### config.mk
export PLATFORM = sky130hd
export DESIGN_NAME = uart_rx_word
export DESIGN_NICKNAME = d
export VERILOG_FILES = /design/src/rtl/uart_rx_word.sv
export SDC_FILE = /design/constraint.sdc
export NUM_CORES = 1
export LEC_CHECK = 0
export BUFFER_PORTS_ARGS = -buffer_cell sky130_fd_sc_hd__buf_2
export CAP_MARGIN = 15
export CELL_PAD_IN_SITES_DETAIL_PLACEMENT = 1
export CELL_PAD_IN_SITES_GLOBAL_PLACEMENT = 2
export CORE_MARGIN = 8
export CORE_UTILIZATION = 41
export CTS_CLUSTER_DIAMETER = 60
export DETAILED_ROUTE_END_ITERATION = 8
export PLACE_DENSITY_LB_ADDON = 0.1
export SYNTH_ARGS = -nofsm -noshare
export SYNTH_HDL_FRONTEND = slang
export SYNTH_SLANG_ARGS = --single-unit
### constraint.sdc
create_clock -name clk -period 11.69 [get_ports clk]
set_clock_uncertainty 0.05 [all_clocks]
set_input_delay 1.169 -clock clk [delete_from_list [all_inputs] [get_ports clk]]
set_output_delay 1.169 -clock clk [all_outputs]
set_load 0.1 [all_outputs]
### src/rtl/uart_rx_word.sv
// 8N1 serial receiver packing eight bytes (first byte in [7:0]) into one 64-bit AXI-Stream word.
// tvalid rises 1 cycle after the last stop sample; output reg + pending reg absorb stalls, a further word overruns.
module uart_rx_word #(
  parameter int unsigned CLKS_PER_BIT = 868,
  parameter int unsigned IDLE_TIMEOUT = 32
) (
  input  logic        clk,
  input  logic        rst,
  input  logic        RsRx,
  output logic [63:0] m_axis_tdata,
  output logic        m_axis_tvalid,
  input  logic        m_axis_tready,
  output logic        rx_busy,
  output logic        frame_error,
  output logic        overrun_error,
  output logic        timeout_error
);

  localparam logic [15:0] BIT_LAST  = 16'(CLKS_PER_BIT - 1);
  localparam logic [15:0] HALF_LAST = 16'(CLKS_PER_BIT / 2 - 1);
  localparam logic [31:0] TO_LAST   = 32'(IDLE_TIMEOUT - 1);
  localparam bit          TO_EN     = (IDLE_TIMEOUT != 0);

  typedef enum logic [1:0] {IDLE, START, DATA, STOP} state_t;

  state_t      state;
  logic        sync1, rx_s;
  logic [15:0] timer;
  logic [2:0]  idx;
  logic [7:0]  shreg;
  logic [2:0]  count;
  logic [63:0] asm_buf;
  logic [63:0] pend_buf;
  logic        pend_vld;
  logic [15:0] idle_tick;
  logic [31:0] idle_bits;

  logic        byte_good, word_done, timeout_hit, slot_free;
  logic [63:0] new_word;

  always_comb begin
    byte_good   = (state == STOP) && (timer == 16'd0) && rx_s;
    word_done   = byte_good && (count == 3'd7);
    new_word    = {shreg, asm_buf[55:0]};
    timeout_hit = TO_EN && (state == IDLE) && (count != 3'd0) &&
                  (idle_tick == BIT_LAST) && (idle_bits == TO_LAST);
    slot_free   = !m_axis_tvalid || m_axis_tready;
  end

  assign rx_busy = (state != IDLE);

  always_ff @(posedge clk or posedge rst) begin
    if (rst) begin
      sync1 <= 1'b1;
      rx_s  <= 1'b1;
    end else begin
      sync1 <= RsRx;
      rx_s  <= sync1;
    end
  end

  // Bit-timing engine: start validated at mid-bit, data/stop sampled one bit apart.
  always_ff @(posedge clk or posedge rst) begin
    if (rst) begin
      state       <= IDLE;
      timer       <= 16'd0;
      idx         <= 3'd0;
      shreg       <= 8'd0;
      frame_error <= 1'b0;
    end else begin
      frame_error <= 1'b0;
      case (state)
        IDLE: begin
          if (!rx_s) begin
            state <= START;
            timer <= HALF_LAST;
          end
        end
        START: begin
          if (timer == 16'd0) begin
            if (!rx_s) begin
              state <= DATA;
              idx   <= 3'd0;
              timer <= BIT_LAST;
            end else begin
              state <= IDLE;
            end
          end else begin
            timer <= timer - 16'd1;
          end
        end
        DATA: begin
          if (timer == 16'd0) begin
            shreg[idx] <= rx_s;
            timer      <= BIT_LAST;
            if (idx == 3'd7) state <= STOP;
            else             idx   <= idx + 3'd1;
          end else begin
            timer <= timer - 16'd1;
          end
        end
        STOP: begin
          if (timer == 16'd0) begin
            state <= IDLE;
            if (!rx_s) frame_error <= 1'b1;
          end else begin
            timer <= timer - 16'd1;
          end
        end
        default: state <= IDLE;
      endcase
    end
  end

  always_ff @(posedge clk or posedge rst) begin
    if (rst) begin
      count         <= 3'd0;
      asm_buf       <= 64'd0;
      idle_tick     <= 16'd0;
      idle_bits     <= 32'd0;
      timeout_error <= 1'b0;
    end else begin
      timeout_error <= 1'b0;
      if (byte_good) begin
        asm_buf[{count, 3'b000} +: 8] <= shreg;
        count <= count + 3'd1;
        if (count == 3'd7) asm_buf <= 64'd0;
      end else if (timeout_hit) begin
        timeout_error <= 1'b1;
        count         <= 3'd0;
        asm_buf       <= 64'd0;
      end
      // Idle timer only runs while a partial word sits waiting between frames.
      if (TO_EN && !timeout_hit && (state == IDLE) && (count != 3'd0)) begin
        if (idle_tick == BIT_LAST) begin
          idle_tick <= 16'd0;
          idle_bits <= idle_bits + 32'd1;
        end else begin
          idle_tick <= idle_tick + 16'd1;
        end
      end else begin
        idle_tick <= 16'd0;
        idle_bits <= 32'd0;
      end
    end
  end

  // Output slot is refilled from the pending word first, so word order is preserved.
  always_ff @(posedge clk or posedge rst) begin
    if (rst) begin
      m_axis_tdata  <= 64'd0;
      m_axis_tvalid <= 1'b0;
      pend_buf      <= 64'd0;
      pend_vld      <= 1'b0;
      overrun_error <= 1'b0;
    end else begin
      overrun_error <= 1'b0;
      if (slot_free) begin
        if (pend_vld) begin
          m_axis_tdata  <= pend_buf;
          m_axis_tvalid <= 1'b1;
          if (word_done) pend_buf <= new_word;
          else           pend_vld <= 1'b0;
        end else if (word_done) begin
          m_axis_tdata  <= new_word;
          m_axis_tvalid <= 1'b1;
        end else begin
          m_axis_tvalid <= 1'b0;
        end
      end else if (word_done) begin
        if (!pend_vld) begin
          pend_buf <= new_word;
          pend_vld <= 1'b1;
        end else begin
          overrun_error <= 1'b1;
        end
      end
    end
  end

endmodule

==> results of run 1 <==
==> area by class of cell <==
cell class	instances	area (sq um)	share of cell area (%)
Clock inverter	13	215	1.51
Tap cell	396	495	3.47
Inverter	75	289	2.03
Clock buffer	42	867	6.08
Sequential cell	271	6790	47.5
Timing Repair Buffer	81	440	3.09
Multi-Input combinational cell	711	5180	36.3
==> logic make-up (layout without fill, tap and decap cells) <==
kind of cell / count (synthesis) / after routing
AND/OR/NAND/NOR: 302 / 302
AO/OA/AOI/OAI: 278 / 278
flip-flops: 271 / 271
buffers and inverters: 139 / 211
multiplexers: 75 / 75
XOR/XNOR: 37 / 37
adder cells (fa/ha/maj): 19 / 19
==> worst register-to-register path, delay by kind of cell (launching register included) <==
kind          cells  cell delay, ns
mux               1            0.44
simple gates      4            1.84
flops             1            0.46
buf+inv           1            0.56
==> through the flow <==
step                      total power [W]  worst slack [ns]  utilization (%)
after floorplan                  0.000971              3.01                -
after global placement           0.000979              7.73             43.6
after detailed placement         0.000979              7.68             43.6
after CTS                         0.00201              8.19             47.1
after global routing              0.00205              7.98             47.1
final                             0.00198              8.22             47.1
==> synth_stat cells, drive strengths merged (4+ instances only) <==
cell	count
nor2b	7
nand4	20
and3	7
nand3	23
inv	75
clkbuf	43
nor2	67
or3	8
a21oi	30
buf	21
dfrtp	269
xnor2	22
a31oi	7
o21ai	52
o22a	4
nand2b	6
nand2	76
or4	13
or2	5
nor3	21
xor2	15
nor4	28
ha	18
o211ai	4
o31ai	13
and4	8
a22oi	65
and2	6
mux2	74
o2bb2ai	83
a2bb2oi	4
==> power groups by stage <==
stage	logic (W)	clock network, W	registers [W]
after global routing	0.0000247	0.00109	0.000939
final	0.0000203	0.00102	0.000940
after CTS	0.0000225	0.00105	0.000940
after global placement	0.0000223	0	0.000957
after floorplan	0.0000143	0	0.000956
after detailed placement	0.0000225	0	0.000957
==> layer usage <==
metal,part of all wire [%],wire length (um),global-route usage [%]
met5,0,0,0
met1,48,15100,24.4
met4,1.7,530,3.82
met2,46,14600,28.6
met3,3.8,1200,2.80
==> sequential cells by signal (all words and copies together) (netlist names), 3 cells and up, named ones only <==
register / flops
asm_buf: 56
m_axis_tdata: 64
idle_bits: 32
timer: 16
idx: 3
count: 3
shreg: 8
pend_buf: 64
idle_tick: 16
==> worst max path at each step <==
stage	endpoint	from	slack (ns)	depth (start not counted)
after detailed placement	pend_buf[6]	m_axis_tready	7.68	7
after floorplan	asynchronous set/reset pin	rst	3.01	1
after CTS	pend_buf[6]	timer[2]	8.19	6
after global placement	pend_buf[6]	m_axis_tready	7.73	7
after global routing	pend_buf[6]	timer[0]	7.98	8
final	pend_buf[52]	timer[2]	8.22	6
==> out/qor.csv, run 1 <==
stage,metric,value,unit
final_layout,"commonest non-fill, non-tap cells in the layout","268 x dfrtp_1, 83 x o2bb2ai_1, 76 x nand2_1, 74 x inv_1, 72 x buf_2",
die,die area,0.0363,sq mm
critical_path,worst r2r dst,pend_buf[52],
detailed_routing,Routed Antenna Nets,0,
detailed_routing,Via-to-Cell Ratio,5.54,
critical_path,"CP delay by family, top",simple AND/OR/NAND/NOR gates,
die,Die Width,191,um
cts,CTS tree,done,
cts,# hold bufs at CTS,0,
final_layout,Final #Nets,1193,
cts,PostCTS Resize Cnt,0,
critical_path,max incr delay on CP,0.56,ns
synthesis,ys flop type,dfrtp_1,
synthesis,Syn Inst Count,1121,
detailed_routing,Pre-antenna DRT Iters,4,
pwr,part of the power in the clock network,51.6,%
placed_design,IO Port Bufs,72,
final_layout,Area Overhead vs Synth,14.3,%
synthesis,cell area after synthesis,0.0125,sq mm
cts,clk root buf,clkbuf_16,
synthesis,Yosys Warn Count,0,
critical_path,CP max-delay cell,and4_1,
critical_path,worst reg2reg path startpoint,timer[2],
placed_design,dpl cell area,0.0132,sq mm
cts,htree depth,1,
die,initial core utilization,41.3,%
synthesis,Synth Register Bits,271,
critical_path,"Buf+Inv Stages, Crit Path",1,
critical_path,Critical Path Fanout Max,41,
synthesis,distinct cell type count after synthesis,62,
critical_path,R2R depth,6,
pwr,NetSw,0.000415,W
hold_path,Worst Hold Depth,0,
detailed_routing,vias post-DR,8799,
cts,Bufs on Longest Clock Path,3,
cts,# Post-CTS Setup Buffers,0,
synthesis,Post-synth EDFFs,0,
sta,setup violators final,0,
cts,"Clk Latency, worst-skew pair",0.56,ns
synthesis,Post-Syn Nets,1143,
synthesis,mux cell area share after synthesis,6.85,%
grt,GRT overflow,0,
synthesis,Post-Synth Simple-Gate Area,13.2,%
pwr,Sw Share,20.9,%
hold_path,Worst Hold Class,register to register,
pwr,Worst VDD drop,0.131,mV
cts,"Reg clk slew, reported paths",0.06,ns
pwr,Comb power frac,1.0,%
pwr,sequential group share of total power,47.3,%
synthesis,Synth Area in Adders,1.88,%
sta,fmax,0.288,GHz
critical_path,R2R Setup Slk,8.22,ns
synthesis,xor and xnor area share after synthesis,2.59,%
pwr,P_int,0.00157,W
die,Die H,191,um
final_layout,# diodes,0,
sta,setup TNS,0,ns
pwr,Leakage,5.75,nW
synthesis,Synth Area in Compound Gates,16.7,%
cts,CTS sink cnt,271,
critical_path,"critical path, cell by cell","nor4_4, and4_1, and2b_1, nand3_2, buf_4, mux2_1",
synthesis,cell taking the most area after synthesis,dfrtp_1,
synthesis,sequential area share after synthesis,54.3,%
sta,worst slew pin tran,1.02,ns
critical_path,crit path kind,register to register,
sta,Final Hold Viols,0,
synthesis,synthesized area per cell,11.1,sq um
grt,all-layer global routing usage,17.6,%
cts,CTS Buf Count,31,
pwr,Power Dens Cells,139,mW/mm^2
flow_run,max cap viols,0,
sta,Worst Hold Margin,0.306,ns
die,core box area,0.0303,sq mm
detailed_routing,number of DRC markers in iteration 0,475,
sta,RSZ-0062 raised after global routing,no,
sta,slew margin rel.,31.2,%
synthesis,post-synth top area share,53.9,%
final_layout,"commonest non-fill, non-tap cell in the layout",dfrtp_1,
final_layout,fraction of layout instances using a drive strength above 1,19.1,%
grt,largest net degree at the start of global routing,150,
synthesis,leading post-synthesis cells by cell area,"dfrtp_1 54%, mux2_2 6.0%, o2bb2ai_1 5.8%",
final_layout,filler cell count,3248,
synthesis,"FFs w/ async S/R, synth",100,%
run_status,run status,"complete, no violations",
final_layout,design area,0.0143,sq mm
grt,antenna violations before repair,0,
detailed_routing,drt drc,0,
placed_design,placed cell count,1534,
sta,final period utilization,29.7,%
die,Rows,64,
detailed_routing,WL/cell,19.8,um
grt,number of global-route vias before repair,9449,
sta,Tmin final,3.47,ns
die,I/O pins,73,
hold_path,hold endpoint,rx_s,
grt,first-pass GRT wire length,52800,um
detailed_routing,WL final,31500,um
critical_path,CP arrival,3.87,ns
final_layout,Finished Layout Cells,1589,
sta,max-slew violations,0,
hold_path,Hold Path Origin,sync1,
critical_path,Worst EP required,12.08,ns
critical_path,CP Capture Type,register,
placed_design,RD Place Congestion,0.789,
placed_design,Post-DP HPWL,19500,um
critical_path,CP Launch Type,register,
synthesis,largest family of logic cells by synthesized area,compound AO/OA/AOI/OAI gates,
(Power assumes the default switching activity.)
==> run 2, diff against run 1 <==
Settings changed: CORE_UTILIZATION 41 to 37.
Clock period 11.69 ns to 2.9 ns, I/O delays scaled along.
==> run 2 against run 1 <==
Count of clock-buffer cells in the layout increased by 11. Largest power group unchanged. Utilization down 3.2 points. Largest cell class unchanged. Total power grew to 4.1 times the previous value. Critical endpoint is now asm_buf[18]. Sequential cell count stayed put. Non-clock buffer count rose by 30. Sequential share of layout area is 1.3 points lower.
==> out/qor.csv, run 2 (synthesis gave the netlist of run 1 again) <==
stage,metric,value,unit
sta,RSZ-0062 raised after global routing,no,
final_layout,"commonest non-fill, non-tap cells in the layout","268 x dfrtp_1, 83 x o2bb2ai_1, 76 x nand2_1, 74 x inv_1, 72 x buf_2",
cts,clk root buf,clkbuf_16,
final_layout,"commonest non-fill, non-tap cell in the layout",dfrtp_1,
final_layout,design area,0.0147,sq mm
final_layout,filler cell count,3662,
pwr,overall power,0.00806,W
die,Die Width,200,um
placed_design,dpl cell area,0.0135,sq mm
detailed_routing,Pre-antenna DRT Iters,4,
placed_design,Post-DP HPWL,21100,um
detailed_routing,drt drc,0,
critical_path,CP arrival,2.90,ns
critical_path,"Buf+Inv Stages, Crit Path",2,
detailed_routing,Routed Antenna Nets,0,
sta,max-slew violations,0,
die,initial core utilization,37.4,%
cts,htree depth,2,
grt,antenna violations before repair,0,
detailed_routing,Via-to-Cell Ratio,5.36,
sta,fmax,0.389,GHz
cts,Bufs on Longest Clock Path,3,
sta,final period utilization,88.6,%
critical_path,most frequent CP cell,ha_1,
cts,CTS Buf Count,34,
critical_path,"CP delay by family, top",simple AND/OR/NAND/NOR gates,
pwr,Power Dens Cells,550,mW/mm^2
final_layout,top flop regs,"m_axis_tdata: 64 flops, pend_buf: 64 flops, asm_buf: 56 flops",
die,core box area,0.0334,sq mm
grt,number of global-route vias before repair,9366,
placed_design,IO Port Bufs,72,
pwr,Leakage,5.93,nW
grt,all-layer global routing usage,16.6,%
die,die area,0.0399,sq mm
sta,Final Hold Viols,0,
pwr,Worst VDD drop,0.381,mV
cts,# Post-CTS Setup Buffers,0,
grt,first-pass GRT wire length,53500,um
critical_path,Worst EP required,3.23,ns
critical_path,Critical Path Fanout Max,8,
sta,Worst Hold Margin,0.225,ns
die,Die H,200,um
die,Rows,67,
sta,Tmin final,2.57,ns
critical_path,CP Launch Type,register,
sta,worst slew pin tran,0.819,ns
sta,slew margin rel.,45.4,%
critical_path,max incr delay on CP,0.56,ns
critical_path,CP max-delay cell,or4_1,
final_layout,fin util,43.9,%
grt,GRT overflow,0,
grt,largest net degree at the start of global routing,125,
detailed_routing,vias post-DR,8983,
final_layout,Final #Nets,1226,
final_layout,fraction of layout instances using a drive strength above 1,21.0,%
cts,"Clk Latency, worst-skew pair",0.51,ns
placed_design,RD Place Congestion,0.779,
critical_path,crit path kind,register to register,
sta,setup violators final,0,
critical_path,CP Capture Type,register,
critical_path,"critical path, cell by cell","inv_1, ha_1, ha_1, nor2b_1, nand2_1, or4_1, buf_4, a22oi_4, o21ai_0",
cts,PostCTS Resize Cnt,0,
detailed_routing,WL/cell,19.3,um
run_status,run status,"complete, no violations",
cts,CTS sink cnt,271,
cts,"Reg clk slew, reported paths",0.06,ns
flow_run,max cap viols,0,
detailed_routing,number of DRC markers in iteration 0,407,
final_layout,Area Overhead vs Synth,17.3,%
die,I/O pins,73,
cts,CTS tree,done,
detailed_routing,WL final,32300,um
hold_path,Worst Hold Class,input pin to asynchronous set/reset pin,
final_layout,# diodes,0,
sta,setup TNS,0,ns
==> run 2: cell types whose count changed in the layout (fill, tap and decap cells not counted) <==
cell | previous run | this run
dlygate4sd3_1 | 0 | 2
buf_4 | 8 | 32
clkinv_8 | 0 | 2
inv_8 | 1 | 0
bufinv_16 | 5 | 1
inv_16 | 1 | 0
clkbuf_8 | 5 | 9
clkinvlp_4 | 1 | 2
clkbuf_1 | 6 | 9
clkbuf_16 | 31 | 35
clkinv_2 | 4 | 1
buf_12 | 1 | 5
==> run 2: final cells by class <==
class	instances	area, sq um	area share [%]
clock buffers	53	1030	7.05
clock inverters	7	92.6	0.632
inverters	75	285	1.95
multi-input cells	711	5180	35.3
flip-flops and latches	271	6790	46.3
well taps	448	561	3.82
repair buffers	111	721	4.92
==> run 2: path summary, 6_finish.rpt <==
| kind | startpoint | end | slack (ns) | cells after the start |
|---|---|---|---|---|
| min reg2reg | sync1 | rx_s | 0.31 | 0 |
| min | rst | m_axis_tdata[16] | 0.22 | 3 |
| max in group asynchronous | rst | pend_vld | 1.61 | 4 |
| max | count[0] | asm_buf[18] | 0.33 | 9 |
| min in group clk | sync1 | rx_s | 0.31 | 0 |
| max reg2reg | count[0] | asm_buf[18] | 0.33 | 9 |
==> run 2: worst min-delay path, delay by kind of cell <==
kind     cells  cell delay [ns]
buf+inv      3             0.85
==> run 2: repair_timing <==
action / 4_1_cts / 5_1_grt
endpoints found under the hold margin: 6 / 0
endpoints found under the setup margin: 0 / 0
hold buffers: 2 / 0
==> run 2: where the power goes <==
| part | switching (W) | leakage [nW] | internal, W | total [W] |
|---|---|---|---|---|
| Clock | 0.00163 | 0.547 | 0.00255 | 0.00418 |
| Combinational | 0.0000810 | 1.94 | 0.0000115 | 0.0000926 |
| Sequential | 0.000000889 | 3.45 | 0.00379 | 0.00379 |
==> run 2: metrics by stage <==
stage | std cells | setup slack, ns
floorplan | 1121 | -1.02
global placement | 1614 | 0.322
detailed placement | 1614 | 0.266
CTS | 1676 | 0.252
global route | 1676 | 0.111
finish | 1676 | 0.329
==> run 2: metal layers <==
layer	global-route usage, %	vias up	wire length, um
met5	0	-	0
li1	-	4243	-
met2	26.4	126	14700
met1	23.3	4574	15700
met4	4.25	0	691
met3	2.65	40	1210
==> run 3, diff against run 2 <==
Settings changed: CORE_UTILIZATION 37 to 44.
Clock period 2.9 ns to 3.1 ns, I/O delays scaled along.
==> run 3 against run 2 <==
Register-to-register slack better by 0.097 ns. Sequential cell count stayed put. Fmax is 3.8% lower. Global-route usage is 2.6 points higher. Wire length is 1.6% lower. Worst hold slack better by 0.081 ns. Total power is 9.9% lower. Design area is 1.5% lower. Critical endpoint is now asm_buf[39].
==> out/qor.csv, run 3 (synthesis gave the netlist of run 1 again) <==
stage,metric,value,unit
run_status,run status,"complete, no violations",
detailed_routing,number of DRC markers in iteration 0,546,
die,Die H,184,um
final_layout,Finished Layout Cells,1598,
sta,Tmin final,2.67,ns
critical_path,CP Launch Type,register,
pwr,Power Dens Cells,503,mW/mm^2
die,die area,0.0340,sq mm
sta,setup TNS,0,ns
sta,RSZ-0062 raised after global routing,no,
sta,max-slew violations,0,
final_layout,"commonest non-fill, non-tap cell in the layout",dfrtp_1,
grt,Global Route met1 Usage,26.8,%
cts,clk root buf,clkbuf_16,
sta,Final Hold Viols,0,
final_layout,fraction of layout instances using a drive strength above 1,20.7,%
detailed_routing,Routed Antenna Nets,0,
critical_path,"critical path, cell by cell","inv_1, ha_1, ha_1, nor2b_1, nand2_1, or4_1, buf_4, a22oi_4, o2bb2ai_1",
cts,CTS tree,done,
critical_path,crit path kind,register to register,
grt,grt met3 use,2.54,%
grt,Most Crowded Layer GR,met2,
hold_path,Worst Hold Class,register to register,
sta,Final WS setup,0.427,ns
final_layout,Area Overhead vs Synth,15.6,%
die,I/O pins,73,
grt,grt met2 use,31.8,%
final_layout,# diodes,0,
final_layout,filler cell count,2994,
detailed_routing,WL final,31800,um
critical_path,CP Capture Type,register,
cts,htree depth,1,
cts,"Clk Latency, worst-skew pair",0.56,ns
placed_design,IO Port Bufs,72,
sta,worst slew pin tran,0.962,ns
grt,number of global-route vias before repair,9719,
die,initial core utilization,44.8,%
sta,slew margin rel.,35.6,%
final_layout,"commonest non-fill, non-tap cells in the layout","268 x dfrtp_1, 83 x o2bb2ai_1, 76 x nand2_1, 74 x inv_1, 72 x buf_2",
cts,CTS Buf Count,31,
sta,final period utilization,86.2,%
critical_path,Critical Path Fanout Max,8,
pwr,overall power,0.00726,W
detailed_routing,vias post-DR,9075,
sta,setup violators final,0,
die,core box area,0.0279,sq mm
flow_run,max cap viols,0,
critical_path,CP arrival,3.05,ns
placed_design,Setup WS pre-CTS,0.449,ns
detailed_routing,Via-to-Cell Ratio,5.68,
detailed_routing,Pre-antenna DRT Iters,6,
cts,CTS sink cnt,271,
detailed_routing,drt drc,0,
pwr,Worst VDD drop,0.404,mV
cts,Bufs on Longest Clock Path,3,
grt,antenna violations before repair,0,
sta,fmax,0.374,GHz
placed_design,RD Place Congestion,0.798,
cts,"Reg clk slew, reported paths",0.06,ns
grt,first-pass GRT wire length,53600,um
grt,largest net degree at the start of global routing,95,
die,Die Width,184,um
placed_design,Post-DP HPWL,20700,um
final_layout,Final #Nets,1218,
grt,all-layer global routing usage,19.2,%
grt,GRT overflow,0,
placed_design,placed cell count,1539,
critical_path,CP max-delay cell,or4_1,
critical_path,most frequent CP cell,ha_1,
cts,PostCTS Resize Cnt,0,
critical_path,max incr delay on CP,0.53,ns
die,Rows,61,
critical_path,Worst EP required,3.47,ns
final_layout,top flop regs,"m_axis_tdata: 64 flops, pend_buf: 64 flops, asm_buf: 56 flops",
detailed_routing,WL/cell,19.9,um
pwr,Leakage,5.88,nW
## run 3: changes by cell type in the layout (fill, tap and decap cells not counted), sizes merged
cell / previous run / this run
buf: 109 / 104
bufinv: 1 / 2
clkbuf: 53 / 45
clkinv: 5 / 7
inv: 74 / 76
## run 3: worst paths after layout
| check | to | cells after the start | start | slack [ns] |
|---|---|---|---|---|
| min | rx_s | 0 | sync1 | 0.31 |
| min reg2reg | rx_s | 0 | sync1 | 0.31 |
| max | asm_buf[39] | 9 | count[1] | 0.43 |
| max reg2reg | asm_buf[39] | 9 | count[1] | 0.43 |
| max in group asynchronous | pend_vld | 4 | rst | 1.74 |
| min in group asynchronous | m_axis_tdata[46] | 3 | rst | 0.34 |
## run 3: cell type report
class / instances / area [sq um] / share of cell area, %
clock inverters: 12 / 123 / 0.849
flip-flops and latches: 271 / 6790 / 47.0
clock buffers: 45 / 898 / 6.22
inverters: 75 / 285 / 1.98
multi-input cells: 711 / 5180 / 35.9
well taps: 378 / 473 / 3.28
repair buffers: 106 / 696 / 4.82
## run 3: metal layers
layer	vias to the layer above	part of all wire, %	wire, um
li1	4234	-	-
met1	4669	47	15000
met2	137	47	15100
met3	35	3.9	1240
met4	0	1.5	465
met5	-	0	0
## run 3: critical path, delay by kind of cell, from the launching register on
family	cells	cell delay (ns)
buffers and inverters	2	0.33
AOI/OAI and AO/OA	2	0.48
adders and majority gates	2	0.43
and+or+nand+nor	3	0.78
DFF	1	0.47
## run 3: where the power goes
part | internal (W) | leakage (nW) | total [W] | switching [W]
clock network | 0.00217 | 0.507 | 0.00363 | 0.00146
logic | 0.0000125 | 1.92 | 0.0000858 | 0.0000733
registers | 0.00354 | 3.45 | 0.00354 | 0.00000308
## run 3: through the flow
step | utilization [%] | instance area, sq um | hold WS [ns]
5_1_grt | 51.8 | 14400 | 0.313
3_5_place_dp | 48.1 | 13400 | 0.297
6_report | 51.8 | 14400 | 0.306
4_1_cts | 51.8 | 14400 | 0.306
3_3_place_gp | 48.1 | 13400 | 0.297
2_1_floorplan | - | 12500 | 0.264
## run 3: repair_timing
action                    4_1_cts  5_1_grt
setup buffers                   0        0
hold endpoints to repair       22        0
hold buffers                    2        0
